$ cat config.mk
export PLATFORM = sky130hd
export DESIGN_NAME = mem_copy_engine
export DESIGN_NICKNAME = d
export VERILOG_FILES = /design/src/rtl/mem_pkg.sv /design/src/rtl/mem_copy_engine.sv
export SDC_FILE = /design/constraint.sdc
export NUM_CORES = 1
export LEC_CHECK = 0
export BUFFER_PORTS_ARGS = -buffer_cell sky130_fd_sc_hd__buf_2
export CAP_MARGIN = 30
export CORE_MARGIN = 4
export CORE_UTILIZATION = 50
export CTS_CLUSTER_DIAMETER = 50
export CTS_CLUSTER_SIZE = 25
export DETAILED_ROUTE_END_ITERATION = 6
export PLACE_DENSITY_LB_ADDON = 0.1
export SLEW_MARGIN = 20
export SYNTH_ARGS = -nofsm -noshare
export SYNTH_HDL_FRONTEND = slang
export SYNTH_SLANG_ARGS = --single-unit
$ cat constraint.sdc
create_clock -name clk -period 2.35 [get_ports clk]
set_input_delay 0.3525 -clock clk [delete_from_list [all_inputs] [get_ports clk]]
set_output_delay 0.3525 -clock clk [all_outputs]
set_load 0.05 [all_outputs]
$ cat src/rtl/mem_pkg.sv
// Shared definitions for the memory copy engine: FSM state encoding and
// default datapath widths.
package mem_pkg;

  localparam int unsigned DefAddrW = 16;
  localparam int unsigned DefDataW = 16;
  localparam int unsigned DefLenW  = 8;

  typedef enum logic [1:0] {
    StIdle  = 2'b00,
    StRead  = 2'b01,
    StWrite = 2'b10,
    StDone  = 2'b11
  } state_e;

endpackage : mem_pkg

$ cat src/rtl/mem_copy_engine.sv
// Word-by-word forward copy between two regions of an external single-port RAM.
// Each word costs one READ cycle and one WRITE cycle.
module mem_copy_engine
  import mem_pkg::*;
#(
  parameter int unsigned ADDR_W = DefAddrW,
  parameter int unsigned DATA_W = DefDataW,
  parameter int unsigned LEN_W  = DefLenW
) (
  input  logic              clk,
  input  logic              reset,
  input  logic              start,
  input  logic [ADDR_W-1:0] src_addr,
  input  logic [ADDR_W-1:0] dst_addr,
  input  logic [LEN_W-1:0]  length,
  output logic              busy,
  output logic              done,
  output logic [ADDR_W-1:0] ram_address,
  output logic              ram_load,
  output logic [DATA_W-1:0] ram_inp,
  input  logic [DATA_W-1:0] ram_outp
);

  state_e              state_q, state_d;
  logic [ADDR_W-1:0]   src_ptr_q, src_ptr_d;
  logic [ADDR_W-1:0]   dst_ptr_q, dst_ptr_d;
  logic [LEN_W-1:0]    count_q, count_d;
  logic [DATA_W-1:0]   data_q, data_d;

  always_ff @(posedge clk or posedge reset) begin
    if (reset) begin
      state_q   <= StIdle;
      src_ptr_q <= '0;
      dst_ptr_q <= '0;
      count_q   <= '0;
      data_q    <= '0;
    end else begin
      state_q   <= state_d;
      src_ptr_q <= src_ptr_d;
      dst_ptr_q <= dst_ptr_d;
      count_q   <= count_d;
      data_q    <= data_d;
    end
  end

  // Inputs are only latched in StIdle, so a start during a copy cannot disturb it.
  always_comb begin
    state_d   = state_q;
    src_ptr_d = src_ptr_q;
    dst_ptr_d = dst_ptr_q;
    count_d   = count_q;
    data_d    = data_q;
    unique case (state_q)
      StIdle: begin
        if (start) begin
          src_ptr_d = src_addr;
          dst_ptr_d = dst_addr;
          count_d   = length;
          state_d   = (length == '0) ? StDone : StRead;
        end
      end
      StRead: begin
        data_d  = ram_outp;
        state_d = StWrite;
      end
      StWrite: begin
        src_ptr_d = src_ptr_q + ADDR_W'(1);
        dst_ptr_d = dst_ptr_q + ADDR_W'(1);
        count_d   = count_q - LEN_W'(1);
        state_d   = (count_q == LEN_W'(1)) ? StDone : StRead;
      end
      StDone: begin
        state_d = StIdle;
      end
      default: begin
        state_d = StIdle;
      end
    endcase
  end

  // Outputs decode the registered state only; nothing here depends on start.
  always_comb begin
    busy        = (state_q != StIdle);
    done        = (state_q == StDone);
    ram_load    = (state_q == StWrite);
    ram_address = (state_q == StWrite) ? dst_ptr_q : src_ptr_q;
    ram_inp     = data_q;
  end

endmodule : mem_copy_engine

# --- Word-level counts from Yosys, hierarchy flattened ---
# Index checks and enable logic that the tools add are counted.
op_classes:
  muxes: 11
  add_sub_neg: 3
  n_eq_ne: 5
  reduce_logical: 5
op_table:
  columns: ["cell", "n"]
  rows:
  - ["case mux 16 bit (2 select lines)", 2]
  - ["two-way mux 16 bit", 3]
  - ["adder 16 x 1 -> 16 bit, second input constant", 2]
  - ["case mux 8 bit (2 select lines)", 1]
  - ["equality test 8 x 1 -> 1 bit, second input constant", 1]
  - ["logical NOT 8 bit", 1]
  - ["two-way mux 8 bit", 1]
  - ["case mux 2 bit (4 select lines)", 1]
  - ["subtractor 8 x 1 -> 8 bit, second input constant", 1]
  - ["two-way mux 2 bit", 3]
  - ["equality test 2 bit, second input constant", 2]
  - ["nonzero test 2 bit", 2]
  - ["equality test 2 x 1 -> 1 bit, second input constant", 1]
  - ["logical NOT 2 bit", 1]
  - ["inequality test 2 bit, second input constant", 1]
  - ["AND reduction 2 bit", 1]
word_totals:
  wordCells: 29
  register_bits: 58
  input_bits: 59
  out_inout_bits: 35

# --- Logic depth before layout (Yosys ltp) ---
depth:
  word_depth: 4
  depth_mapped: 6
  mapped_depth_nobuf: 6

# --- Least setup slack after synthesis ---
# Ideal clock, no wire load.
synth_path:
  path_kind: "register to output"
  startpoint: "register state_q[1]"
  endpoint: "output ram_address[11]"
  n_path_buf: 1
  arrival_time_ns: 1.980
  required_time_ns: 1.997
  path_slack_ns: 0.017
  path_stages_with_launch: 5
  path_cell_list: "dfrtp_1 > nand2b_1 > clkinv_1 > clkbuf_1 > o21ai_0"
synth_between:
  elab_chain_cells: 2
synth_rtl:
  columns: ["element", "line", "source"]
  rows:
  - ["from (decl)", "mem_copy_engine.sv:24", "state_e state_q, state_d;"]
  - ["from (signal assigned)", "mem_copy_engine.sv:32", "state_q <= StIdle;"]
  - ["from (signal assigned)", "mem_copy_engine.sv:38", "state_q <= state_d;"]
  - ["equality test 2 bit", "mem_copy_engine.sv:86", "ram_address = (state_q == StWrite) ? dst_ptr_q : src_ptr_q;"]
  - ["two-way mux 16 bit", "mem_copy_engine.sv:86", null]
  - ["to (decl)", "mem_copy_engine.sv:18", "output logic [ADDR_W-1:0] ram_address,"]
# No other way between the ends.

# --- Final worst setup path ---
layout_path:
  startpoint: "register state_q[1]"
  endpoint: "output ram_address[6]"
# Same word-level chain as after synthesis.

==> results.sh <==
export IMPL_rows=29
export IMPL_cts_tree="done"
export IMPL_synth_cell_type_count=46
export IMPL_clkTransAtPathRegs_ns=0.07
export IMPL_fin_cells=574
export IMPL_crit_path_frequent_cell="nand2_1"
export IMPL_synth_most_common_cell="nand2_1"
export IMPL_grt_max_degree=59
export IMPL_drt_initial_drc_count=212
export IMPL_setup_viol=0
export IMPL_die_w_um=91
export IMPL_cp_required_ns=2.00
export IMPL_grt_setup_unrepaired="no"
export IMPL_nets=555
export IMPL_dp_cells=558
export IMPL_slew_headroom_pct=49.79
export IMPL_tns_ns=0
export IMPL_final_util_pct=64.37
export IMPL_clock_path_buffers=2
export IMPL_start_kind="flip-flop"
export IMPL_ys_warn_count=0
export IMPL_final_min_clock_period_ns=2.182
export IMPL_fin_crit_sh_pct=92.85
export IMPL_routabilityCongestion=0.8528
export IMPL_slowest_stage="dfrtp_1"
export IMPL_layout_setup_ws_ns=0.1680
export IMPL_worstReg2RegStart="state_q[1]"
export IMPL_synthCells=406
export IMPL_area_delta_synth_final_pct=22.05
export IMPL_end_kind="output port"
export IMPL_max_stage_delay_ns=0.39
export IMPL_vias=3505
export IMPL_clock_sinks=58
export IMPL_grt_pass1_wl_um=16200
export IMPL_holdWs_ns=0.2164
export IMPL_routed_wl_um=9853
export IMPL_clk_latency_ns=0.34
export IMPL_grt_overflow=0
export IMPL_drive_above_1_share_pct=28.97
export IMPL_critical_path_buf_inv_count=3
export IMPL_crit_start="state_q[1]"
export IMPL_vdd_drop_max_v=0.001084
export IMPL_syn_avg_cell_area_sq_um=8.484
export IMPL_port_buffers=93
export IMPL_clock_root_buffer="clkbuf_8"
export IMPL_cts_setup_buffers=0
export IMPL_grtUsageTotal_pct=24.00
export IMPL_synth_flop_cell="dfrtp_1"
export IMPL_h_tree_depth=3
export IMPL_cp_num_cells=6
export IMPL_nFillCells=577
export IMPL_dieArea_sq_um=8281
export IMPL_yosysTopAreaCell="dfrtp_1"
export IMPL_ff2ff_path_depth=5
export IMPL_crit_family="buffers and inverters"
export IMPL_syn_cell_area_sq_um=3445
export IMPL_power_leakage_nw=1.882
export IMPL_pwr_density_cell_nw_per_um2=1841
export IMPL_finalMaxSlewViolations=0
export IMPL_synth_top_area_share_pct=42.14
export IMPL_worstSetupPathType="reg -> out"
export IMPL_design_core_area_sq_um=6531
export IMPL_synth_fp_nets=469
export IMPL_yosysSeqAreaShare_pct=42.14
export IMPL_pin_count=94
export IMPL_skew_ns=0.007670
export IMPL_synthArstFlopShare_pct=100.0
export IMPL_dp_slack_ns=0.2549
export IMPL_maxCapViolations=0
export IMPL_cp_arrival_ns=1.83
export IMPL_dr_pass1_iters=5
export IMPL_synth_commonest_cells="nand2_1, dfrtp_1, a21oi_1"
export IMPL_start_util_pct=52.74
export IMPL_status="complete, no violations"
export IMPL_diodes=0
export IMPL_drc=0
export IMPL_antenna_found_initial=0
export IMPL_wl_per_cell_um=17.17
export IMPL_hold_path_class="in -> async"
export IMPL_ant_nets=0
export IMPL_max_freq_ghz=0.4583
export IMPL_synth_edf_count=0
export IMPL_path_cells="nand2b_1 > clkinvlp_4 > buf_4 > nand2_1 > nand2_1 > buf_2"
export IMPL_grt_pass1_vias=3392
export IMPL_hold_viol=0
export IMPL_dpl_hpwl_um=6783
export IMPL_cp_max_fo=17
export IMPL_die_h_um=91
export IMPL_worst_pin_slew_ns=0.7531
export IMPL_ys_ff_latch=58
export IMPL_total_power_mw=7.741
export IMPL_avgViaCountPerCell=6.106
export IMPL_numCtsBuffers=9
export IMPL_place_area_sq_um=3969
export IMPL_synthTopCellsByArea="dfrtp_1, nand2_1, o22ai_1"
export IMPL_fin_area_sq_um=4204
==> timing repair <==
item | CTS | global route
setup endpoints to repair | 0 | 12
hold endpoints to repair | 0 | 0
resized for setup | 0 | 2
hold buffers | 0 | 0
==> flip-flops by register name, summed over array words and instances, names as in the netlist <==
register   flops
src_ptr_q     16
state_q        2
ram_inp       16
dst_ptr_q     16
count_q        8
==> path summary, 6_finish.rpt <==
check | endpoint | slack [ns]
max in group asynchronous | dst_ptr_q[13] | 1.63
min in group clk | ram_inp[2] | 0.24
worst max register to register | dst_ptr_q[14] | 0.35
worst min register to register | ram_inp[6] | 0.50
worst max-delay path | ram_address[6] | 0.17
worst min-delay path | src_ptr_q[0] | 0.22
==> final cells by class <==
| type | instances | area, sq um | area share (%) |
|---|---|---|---|
| clock buffer | 10 | 137.6 | 3.274 |
| tap | 77 | 96.34 | 2.292 |
| inverter | 10 | 41.29 | 0.9821 |
| timing repair buffer | 104 | 551.8 | 13.13 |
| sequential | 58 | 1451 | 34.52 |
| clock inverter | 6 | 90.09 | 2.143 |
| multi-input combinational | 309 | 1836 | 43.66 |
==> power by group <==
| group | switching [mW] | internal (mW) | total [mW] |
|---|---|---|---|
| combinational | 3.06 | 1.42 | 4.48 |
| sequential | 0.672 | 1.52 | 2.20 |
| clock | 0.439 | 0.627 | 1.07 |
==> cells in the final DEF (no fill, tap or decap), types with 7 or more instances in the layout <==
master	netlist	routed
inv_1	8	7
clkbuf_8	0	10
nand3_1	13	13
buf_2	2	93
dfrtp_1	58	58
a21oi_1	34	34
nand4_1	7	7
a31oi_1	7	7
mux2_2	17	17
o21ai_0	18	18
nor3_1	21	21
buf_4	0	10
mux2i_1	10	10
o22a_1	10	10
nor2_1	25	25
o22ai_1	32	32
nand2_1	64	64
==> worst reg2reg max path, delay by kind of cell, from the launching register on <==
family | cells | cell delay [ns]
buffers and inverters | 2 | 0.60
AOI/OAI and AO/OA | 1 | 0.33
and+or+nand+nor | 2 | 0.55
DFF | 1 | 0.39
==> cells by family (layout without fill, tap and decap cells) <==
kind of cell / count (synthesis) / after routing / synth area share, %
flops: 58 / 58 / 42.14
buf+inv: 39 / 130 / 4.577
compound gates: 118 / 118 / 21.50
fa+ha+maj: 4 / 4 / 1.453
mux: 27 / 27 / 8.464
simple gates: 160 / 160 / 21.87
==> per-layer routing <==
layer | GRT usage (%) | up-vias | wire length (um)
li1 | - | 1671 | -
met1 | 32.50 | 1660 | 4225
met2 | 38.07 | 162 | 4731
met3 | 4.959 | 12 | 762
met4 | 9.045 | 0 | 134
met5 | 0 | - | 0
Power figures use the tool's default switching activity.
